===== config.mk =====
export PLATFORM = sky130hd
export DESIGN_NAME = cpu_ctrl_seq
export DESIGN_NICKNAME = d
export VERILOG_FILES = /design/src/rtl/cpu_ctrl_seq.sv
export SDC_FILE = /design/constraint.sdc
export NUM_CORES = 1
export LEC_CHECK = 0
export BUFFER_PORTS_ARGS = -buffer_cell sky130_fd_sc_hd__buf_4
export CAP_MARGIN = 20
export CORE_MARGIN = 3
export CORE_UTILIZATION = 40
export DETAILED_ROUTE_END_ITERATION = 7
export PLACE_DENSITY = 0.72
export SLEW_MARGIN = 20
export SYNTH_ARGS = -nofsm -noshare
export SYNTH_HDL_FRONTEND = slang
export SYNTH_SLANG_ARGS = --single-unit

===== constraint.sdc =====
create_clock -name clock -period 1.7 [get_ports clock]
set_clock_uncertainty 0.05 [all_clocks]
set_input_delay 0.17 -clock clock [delete_from_list [all_inputs] [get_ports clock]]
set_output_delay 0.17 -clock clock [all_outputs]
set_load 0.05 [all_outputs]

===== src/rtl/cpu_ctrl_seq.sv =====
// Control sequencer fed by the 2-bit step counter: holds the instruction
// register, decodes opcode x T-state into datapath strobes, tracks RUN/HALT
// and flags any T-state sequence that does not advance by one (mod 4).
module cpu_ctrl_seq #(
  parameter int INSTR_W = 8,
  parameter int OPC_W   = 4
) (
  input  logic                     clock,
  input  logic                     clear,
  input  logic [1:0]               state,
  input  logic [INSTR_W-1:0]       instr_in,
  input  logic                     acc_zero,
  output logic [INSTR_W-OPC_W-1:0] operand,
  output logic                     mar_load,
  output logic                     mar_sel_pc,
  output logic                     mem_rd,
  output logic                     mem_wr,
  output logic                     ir_load,
  output logic                     pc_inc,
  output logic                     pc_load,
  output logic                     acc_load,
  output logic [1:0]               alu_op,
  output logic                     halted,
  output logic                     seq_err
);

  localparam int ADDR_W = INSTR_W - OPC_W;

  localparam logic [OPC_W-1:0] OP_LDA = OPC_W'(1);
  localparam logic [OPC_W-1:0] OP_ADD = OPC_W'(2);
  localparam logic [OPC_W-1:0] OP_SUB = OPC_W'(3);
  localparam logic [OPC_W-1:0] OP_STA = OPC_W'(4);
  localparam logic [OPC_W-1:0] OP_JMP = OPC_W'(5);
  localparam logic [OPC_W-1:0] OP_JZ  = OPC_W'(6);
  localparam logic [OPC_W-1:0] OP_HLT = OPC_W'(15);

  typedef enum logic {
    RUN,
    HALT
  } run_t;

  run_t               run_state;
  logic [INSTR_W-1:0] ir;
  logic [1:0]         prev_state;
  logic [1:0]         next_expected;
  logic               prev_valid;
  logic [OPC_W-1:0]   opcode;

  assign opcode        = ir[INSTR_W-1 -: OPC_W];
  assign operand       = ir[ADDR_W-1:0];
  assign halted        = (run_state == HALT);
  assign next_expected = prev_state + 2'd1;

  // IR capture, RUN/HALT state and sticky T-state sequence check
  always_ff @(posedge clock or posedge clear) begin
    if (clear) begin
      run_state  <= RUN;
      ir         <= '0;
      prev_state <= '0;
      prev_valid <= 1'b0;
      seq_err    <= 1'b0;
    end else begin
      prev_state <= state;
      prev_valid <= 1'b1;
      if (prev_valid && (state != next_expected))
        seq_err <= 1'b1;
      if (run_state == RUN) begin
        if (state == 2'd1)
          ir <= instr_in;
        if ((state == 2'd2) && (opcode == OP_HLT))
          run_state <= HALT;
      end
    end
  end

  // Zero-latency strobe decode of T-state x opcode; silenced in HALT and clear
  always_comb begin
    mar_load   = 1'b0;
    mar_sel_pc = 1'b0;
    mem_rd     = 1'b0;
    mem_wr     = 1'b0;
    ir_load    = 1'b0;
    pc_inc     = 1'b0;
    pc_load    = 1'b0;
    acc_load   = 1'b0;
    alu_op     = 2'b00;
    if (!clear && (run_state == RUN)) begin
      case (state)
        2'd0: begin
          mar_load   = 1'b1;
          mar_sel_pc = 1'b1;
        end
        2'd1: begin
          mem_rd  = 1'b1;
          ir_load = 1'b1;
          pc_inc  = 1'b1;
        end
        2'd2: begin
          case (opcode)
            OP_LDA, OP_ADD, OP_SUB, OP_STA: mar_load = 1'b1;
            OP_JMP:                         pc_load  = 1'b1;
            OP_JZ:                          pc_load  = acc_zero;
            default:                        ;
          endcase
        end
        2'd3: begin
          case (opcode)
            OP_LDA: begin
              mem_rd   = 1'b1;
              acc_load = 1'b1;
              alu_op   = 2'b00;
            end
            OP_ADD: begin
              mem_rd   = 1'b1;
              acc_load = 1'b1;
              alu_op   = 2'b01;
            end
            OP_SUB: begin
              mem_rd   = 1'b1;
              acc_load = 1'b1;
              alu_op   = 2'b10;
            end
            OP_STA:  mem_wr = 1'b1;
            default: ;
          endcase
        end
      endcase
    end
  end

endmodule


==> impl_results.md, run 1 <==
* Power Total at 608 uW
* Die height at 46.4 um
* Violated checks: negative setup slack
* Vias in the first global route at 693
* NumNets Final at 117
* DR iter-0 viols at 7
* Crit path time final at 2.16 ns
* Clk_lat worst skew at 0.26 ns
* FMAX at 462 MHz
* Hold crit path type: in -> async
* I/O pin cnt at 29
* Most area-hungry cell type in the Yosys netlist: dfrtp_1
* Post-CTS Hold Fix Bufs at 0
* RSZ-0062 raised after global routing: yes
* Leak at 0.000560 uW
* Via/cell ratio at 5.29
* Clock Sinks at 13
* Max H-tree Level at 1
* Crit path arrival time at 1.94 ns
* DRC violations left at 0
* Setup TNS at -2.12 ns
* Root Buffer: clkbuf_4
* Worst r2r src: halted
* Avg Synthesized Cell Area at 11.1 um^2
* Commonest non-fill, non-tap cells in the layout: buf_4 (30), dfrtp_1 (12), buf_6 (12)
* Initial antenna violation count at 0
* Fillers at 89
* Final RePlAce weighted congestion at 0.825
* Crit-path cells: or3b_4 > or4b_4 > nor3b_4 > buf_6
* First-pass GRT wire length at 2.93 mm
* Syn-to-layout area delta at 79.3%
* Initial cell density of the core at 46.2%
* Max incr delay on CP at 0.53 ns
* Port Buffers at 28
* Critical path class: reg -> out
* Peak supply drop at 553 uV
* Largest cells by area after synthesis: dfrtp_1 (50%), mux2_2 (14%), buf_4 (5.7%), nor3b_2 (3.8%), nor2_1 (2.9%)
* Placeable Area at 1420 um^2
* Die W at 46.4 um
* Top cell type's share of synthesized area at 49.8%
* DPL Wire Length at 1.21 mm
* CP max FO at 3
* Seq/Total Area, Yosys at 49.8%
* Site Rows at 13
* Share of post-route cells with drive strength above 1 at 71.8%
* Final Setup Violations at 10
* CTS tree: done
* Most common cell after layout, fill and taps aside: buf_4
* R2R Path End: ir[3]
* Largest net degree at the start of global routing at 14
* Overflow after GRT at 0
* R2R cell count at 6
* Max-Cap Viols at 0
* CP required at 1.48 ns
* Synthesized Nets at 72
* Slowest stage cell on the critical path: or4b_4
* Period utilisation layout at 127%
* Gate Count Post-Synth at 59
* Netlist cell types at 25
* Placement Setup Slack at -0.192 ns
* Yosys reg bits at 13
* PnR worst setup slack at -0.462 ns
* Die ar. at 2150 um^2
* CP endpoint kind: output port
* Vias post-DR at 624
* Routed WL per cell at 14.7 um
* Clk pin slew, worst setup/hold paths at 0.08 ns
* DRT Wirelength at 1.73 mm
* Hold Slack at 0.0210 ns
* Clock Tree Buf Depth at 2
* Total GRT Usage at 19.6%
* Power per Cell Area at 519 nW/um^2
* ANT nets after route at 0
* Hold Violations, Final at 0
* TritonCTS buffer count at 3
* Reg2Reg Setup Slack at 0.07 ns
* DRT Pass-1 Iters at 4
* # diodes at 0
* Setup crit start kind: register
* Synth Cell Area at 653 um^2
* Final Max Tran Viols at 0
* Number of synthesis warnings at 0
* Outcome: complete, but fails checks
## area by class of cell
| cell class | count | area [um^2] | share of cell area [%] |
|---|---|---|---|
| repair buffers | 46 | 420 | 35.9 |
| multi-input cells | 37 | 368 | 31.4 |
| flip-flops and latches | 13 | 327 | 27.9 |
| clock buffers | 4 | 26.3 | 2.24 |
| well taps | 15 | 18.8 | 1.60 |
| inverters | 3 | 11.3 | 0.962 |
## Yosys cell counts, drive strengths merged
cell / n
a211oi: 1
a21oi: 1
a31oi: 1
and2: 2
buf: 5
clkbuf: 1
conb: 1
dfrtp: 13
inv: 3
mux2: 8
nand2: 4
nand3: 1
nor2: 5
nor3: 1
nor3b: 3
nor4: 1
nor4b: 1
o21ai: 1
o41ai: 1
or3: 2
or3b: 1
or4b: 1
xnor2: 1
## power by group
part / switching [uW] / internal, uW / total (uW)
clock network: 92.1 / 90.6 / 183
registers: 7.70 / 320 / 328
logic: 49.9 / 47.9 / 97.8
total: 150 / 459 / 608
## sequential cells by signal, summed over array words and instances, names as in the netlist
| register | count |
|---|---|
| ir | 8 |
| prev_state | 2 |
| halted | 1 |
| prev_valid | 1 |
| seq_err | 1 |
## layer usage
| layer | vias to the layer above | wire length (um) | GRT usage [%] |
|---|---|---|---|
| li1 | 287 | - | - |
| met1 | 310 | 625 | 19.5 |
| met2 | 23 | 992 | 38.5 |
| met3 | 4 | 83 | 4.30 |
| met4 | 0 | 31 | 7.39 |
| met5 | - | 0 | 0 |
## critical path, delay by kind of cell (launching register included)
kind,cells,cell delay (ns)
simple gates,3,1.10
flops,1,0.40
buf+inv,1,0.18
## worst max-delay path by stage
stage | slack (ns) | cells after the start | to | startpoint
floorplan | -0.48 | 3 | alu_op[0] | halted
global placement | -0.18 | 4 | alu_op[0] | halted
detailed placement | -0.19 | 4 | alu_op[0] | halted
CTS | -0.47 | 4 | alu_op[0] | halted
global route | -0.51 | 4 | alu_op[0] | halted
finish | -0.46 | 4 | alu_op[0] | halted
## stage by stage
step | cell area (um^2) | utilization, % | cells
2_1_floorplan | 708 | - | 59
3_3_place_gp | 978 | 69.1 | 107
3_5_place_dp | 978 | 69.1 | 107
4_1_cts | 1150 | 81.0 | 118
5_1_grt | 1170 | 82.8 | 118
6_report | 1170 | 82.8 | 118
## timing repair
action,CTS,global route
pin swaps,3,5
buffers inserted,7,3
setup endpoints to repair,8,17
cloned,0,0
gates resized for setup,23,9
## kinds of logic after synthesis
| logic type | share of synthesized area (%) |
|---|---|
| other | 0.574 |
| buffers and inverters | 8.05 |
| flip-flops | 49.8 |
| AO/OA/AOI/OAI | 4.98 |
| AND/OR/NAND/NOR | 21.5 |
| XOR/XNOR | 1.34 |
| multiplexers | 13.8 |
Power figures use the tool's default switching activity.
==> run 2, diff against run 1 <==
CORE_UTILIZATION = 48   (was 40)
PLACE_DENSITY = 0.81   (was 0.72)
REMOVE_ABC_BUFFERS = 1   (was default)
clock period = 2.6 ns   (was 1.7 ns; I/O delays follow)
==> run 2 against run 1 <==
Compared with the run above:
- the run now ends clean
- first-iteration DRC count up 14%
- via count fell by 14%
- non-clock buffer count decreased by 15
- sequential power fell by 34%
- clock-buffer cell count unchanged
- sequential share of layout area is 8.6 points higher
- sequential cell count unchanged
- critical endpoint unchanged
- highest routed layer unchanged
==> impl_results.md, run 2 (synthesized netlist as in run 1, its figures left out) <==
* CP required at 2.29 ns
* Critical path class: in -> out
* Root Buffer: clkbuf_4
* Hold crit path type: in -> reg
* CP endpoint kind: output port
* Internal at 292 uW
* # diodes at 0
* I/O pin cnt at 29
* Setup crit start kind: input port
* Crit path time final at 2.55 ns
* Leak at 0.000426 uW
* DRT Wirelength at 1.38 mm
* Largest net degree at the start of global routing at 14
* CP dominant cell by count: buf_4
* Slowest stage cell on the critical path: dlygate4sd3_1
* Most common cell after layout, fill and taps aside: buf_4
* Port Buffers at 28
* DR iter-0 viols at 8
* TritonCTS buffer count at 3
* NumNets Final at 102
* Final RePlAce weighted congestion at 0.800
* Levels on crit path at 6
* R2R cell count at 3
* Via/cell ratio at 5.27
* CP max FO at 3
* Overflow after GRT at 0
* Total GRT Usage at 17.0%
* Hold Violations, Final at 0
* Commonest non-fill, non-tap cells in the layout: buf_4 (30), dfrtp_1 (13), mux2_2 (8)
* Max incr delay on CP at 0.53 ns
* Placed cell count at 97
* Routed WL per cell at 13.6 um
* RSZ-0062 raised after global routing: no
* Switching power share of the total at 23.8%
* Max-Cap Viols at 0
* FMAX at 392 MHz
* Final Setup Violations at 0
* Placeable Area at 1190 um^2
* Clock Tree Buf Depth at 2
* First-pass GRT wire length at 2.31 mm
* Outcome: finished clean
* Final Non-Filler Cells at 102
* Power per Cell Area at 430 nW/um^2
* Sw power at 91.1 uW
* DPL Wire Length at 1.09 mm
* Initial cell density of the core at 55.1%
* Initial antenna violation count at 0
* ANT nets after route at 0
* Clock Sinks at 13
* Post-CTS Resized at 0
* Largest regs: ir (8), prev_state (2)
* Peak supply drop at 316 uV
* Max H-tree Level at 1
* CP top delay family: simple AND/OR/NAND/NOR gates
* Site Rows at 12
* Sequential fraction of design power at 56.2%
* Vias post-DR at 538
* Share of post-route cells with drive strength above 1 at 51.1%
* Clk pin slew, worst setup/hold paths at 0.07 ns
* CTS tree: done
* DRT Pass-1 Iters at 4
* Post-CTS Hold Fix Bufs at 1
* Final Max Tran Viols at 0
* Setup TNS at 0 ns
* Total setup buffers inserted after CTS at 0
* Vias in the first global route at 522
* Clk_lat worst skew at 0.27 ns
* Worst path bufs/invs at 3
* DRC violations left at 0
* Crit path arrival time at 2.24 ns
* Gate power share at 12.4%
* Die ar. at 1840 um^2
* Max reg flops at 8
* Period utilisation layout at 98.1%
* Most flops, register: ir
* Hold Path Cell Cnt at 1
* Die height at 42.9 um
* Clock power frac at 31.4%
* Die W at 42.9 um
* Crit-path cells: dlygate4sd3_1 > buf_4 > or3b_1 > or4b_4 > nor3b_2 > buf_4
* Syn-to-layout area delta at 36.4%
==> run 2: cell types whose count changed in the layout (fill, tap and decap cells not counted), sizes merged <==
| cell | before | now |
|---|---|---|
| dlygate4sd3 | 0 | 1 |
| buf | 46 | 30 |
==> run 2: layout make-up <==
class / count / area (um^2)
Multi-Input combinational cell: 37 / 275
Sequential cell: 13 / 325
Tap cell: 14 / 17.5
Clock buffer: 4 / 26.3
Fill cell: 93 / 295
Inverter: 3 / 11.3
Timing Repair Buffer: 31 / 235
==> run 2: worst paths after layout <==
kind,startpoint,to,slack (ns)
setup / recovery,clear,alu_op[0],0.05
hold / removal,state[0],prev_state[0],0.09
setup reg to reg,halted,ir[3],1.15
hold reg to reg,ir[2],ir[2],0.47
max in group asynchronous,clear,prev_state[0],1.80
min in group asynchronous,clear,ir[5],0.54
==> run 2: power groups by stage <==
stage / sequential [uW] / combinational [uW] / clock [uW]
floorplan: 226 / 13.9 / 0
global placement: 219 / 45.8 / 0
detailed placement: 219 / 47.0 / 0
CTS: 215 / 48.4 / 124
global route: 217 / 51.8 / 138
finish: 215 / 47.7 / 120
==> run 2: per-stage QoR <==
step	power [uW]	util, %	cell area, um^2	worst slack [ns]	hold slack [ns]
2_1_floorplan	240	-	612	-0.380	0.0920
3_3_place_gp	264	72.0	855	0.579	0.276
3_5_place_dp	266	72.0	855	0.552	0.278
4_1_cts	387	75.1	891	0.0513	0.0816
5_1_grt	406	75.1	891	0.00421	0.0728
6_report	383	75.1	891	0.0493	0.0891
==> run 2: per-layer routing <==
metal,vias to the layer above,part of all wire [%],track usage (%)
met5,-,0,0
met4,0,0.58,8.07
met3,2,6.2,3.81
met2,20,49,26.6
met1,256,44,21.8
li1,260,-,-
==> run 3, diff against run 2 <==
CELL_PAD_IN_SITES_DETAIL_PLACEMENT = 1   (was default)
CELL_PAD_IN_SITES_GLOBAL_PLACEMENT = 1   (was default)
CORE_UTILIZATION = 35   (was 48)
PLACE_DENSITY = default   (was 0.81)
PLACE_DENSITY_LB_ADDON = 0.1   (was default)
==> run 3 against run 2 <==
Compared with the run above:
- sequential power is essentially flat
- die area grew 32%
- global-route usage shrank 3.7 points
- critical path type unchanged
- critical path depth is the same
- worst setup slack gained 0.012 ns
==> impl_results.md, run 3 (synthesized netlist as in run 1, its figures left out) <==
* Worst r2r src: halted
* Syn-to-layout area delta at 39.1%
* Power Total at 386 uW
* Total GRT Usage at 13.2%
* Clk pin slew, worst setup/hold paths at 0.07 ns
* Largest net degree at the start of global routing at 15
* Power per Cell Area at 425 nW/um^2
* RSZ-0062 raised after global routing: no
* Final Max Tran Viols at 0
* Outcome: finished clean
* ANT nets after route at 0
* Max-Cap Viols at 0
* Via/cell ratio at 4.69
* DRC violations left at 0
* Largest regs: ir (8), prev_state (2)
* Crit path arrival time at 2.23 ns
* Multi-input logic area at 275 um^2
* Commonest non-fill, non-tap cells in the layout: buf_4 (29), dfrtp_1 (13), mux2_2 (8)
* Critical Path Source: clear
* Clk_lat worst skew at 0.27 ns
* CP required at 2.29 ns
* Peak supply drop at 385 uV
* First-pass GRT wire length at 2.48 mm
* Port Buffers at 28
* Placeable Area at 1630 um^2
* Crit path time final at 2.54 ns
* NumNets Final at 102
* Hold crit path type: in -> reg
* Setup TNS at 0 ns
* # diodes at 0
* Root Buffer: clkbuf_4
* Fillers at 193
* CTS tree: done
* Relative slew slack at 65.4%
* Overflow after GRT at 0
* CP endpoint kind: output port
* FMAX at 394 MHz
* Die height at 49.2 um
* Final Setup Violations at 0
* DR iter-0 viols at 1
* Register area at 325 um^2
* Clock Tree Buf Depth at 2
* Clock Sinks at 13
* Die ar. at 2420 um^2
* DRT Pass-1 Iters at 4
* I/O pin cnt at 29
* Critical path class: in -> out
* Period utilisation layout at 97.6%
* Setup crit start kind: input port
* Initial antenna violation count at 0
* DRT Wirelength at 1.60 mm
* CP max FO at 3
* Final RePlAce weighted congestion at 0.745
* Share of post-route cells with drive strength above 1 at 52.3%
* Site Rows at 14
* Reg2Reg Setup Slack at 1.00 ns
* Most flops, register: ir
* Initial cell density of the core at 40.1%
* Die W at 49.2 um
* DPL Wire Length at 1.21 mm
* Max H-tree Level at 1
* Worst Setup EP: alu_op[0]
* Max reg flops at 8
* Leak at 0.000429 uW
* Total setup buffers inserted after CTS at 0
* Slew @ Worst Pin at 0.516 ns
* Vias in the first global route at 551
* R2R cell count at 3
* Routed WL per cell at 14.3 um
* TritonCTS buffer count at 3
* Most common cell after layout, fill and taps aside: buf_4
* Vias post-DR at 525
* R2R Path End: ir[6]
* Hold Violations, Final at 0
## run 3: through the flow
stage                     hold WS [ns]  cells  area [um^2]  utilization, %  worst slack, ns
after CTS                       0.0821    112          905            55.5           0.0562
after floorplan                 0.0920     53          612               -           -0.380
after global routing            0.0845    112          908            55.8          0.00851
final                           0.0957    112          908            55.8           0.0614
after global placement           0.232    107          867            53.2            0.570
after detailed placement         0.235    107          867            53.2            0.539
## run 3: report_power, final
group          internal (uW)  switching [uW]  leakage (uW)
clock                   56.9            65.5     0.0000177
sequential               209            5.81      0.000157
combinational           23.8            24.9      0.000255
total                    290            96.3      0.000429
## run 3: how the worst min path moves through the flow
stage	startpoint	to	slack [ns]	cells past startpoint
after floorplan	clear	halted	0.09	1
after global placement	clear	halted	0.23	3
after detailed placement	clear	halted	0.23	3
after CTS	state[0]	prev_state[0]	0.08	1
after global routing	state[0]	prev_state[0]	0.08	1
final	state[0]	prev_state[0]	0.1	1
## run 3: critical path: stages
cell,delay (ns)
dlygate4sd3_1,0.54
buf_4,0.14
or3b_1,0.39
or4b_4,0.52
nor3b_2,0.21
buf_6,0.18
## run 3: repair_timing
item	CTS	global route
endpoints found under the hold margin	13	0
setup endpoints to repair	0	1
gates resized for setup	0	1
hold buffers	1	0
## run 3: cell type report
type                       instances  share of cell area [%]
clock buffer                       3                    2.48
clock inverter                     1                   0.551
inverter                           3                    1.24
multi-input combinational         37                    30.3
sequential                        13                    35.8
tap                               24                    3.31
timing repair buffer              31                    26.3
## run 3: layer usage
| layer | part of all wire [%] | vias to the layer above | track usage (%) |
|---|---|---|---|
| met1 | 41 | 252 | 14.6 |
| li1 | - | 259 | - |
| met5 | 0 | - | 0 |
| met3 | 4.8 | 0 | 2.45 |
| met2 | 54 | 14 | 25.7 |
| met4 | 0 | 0 | 2.84 |
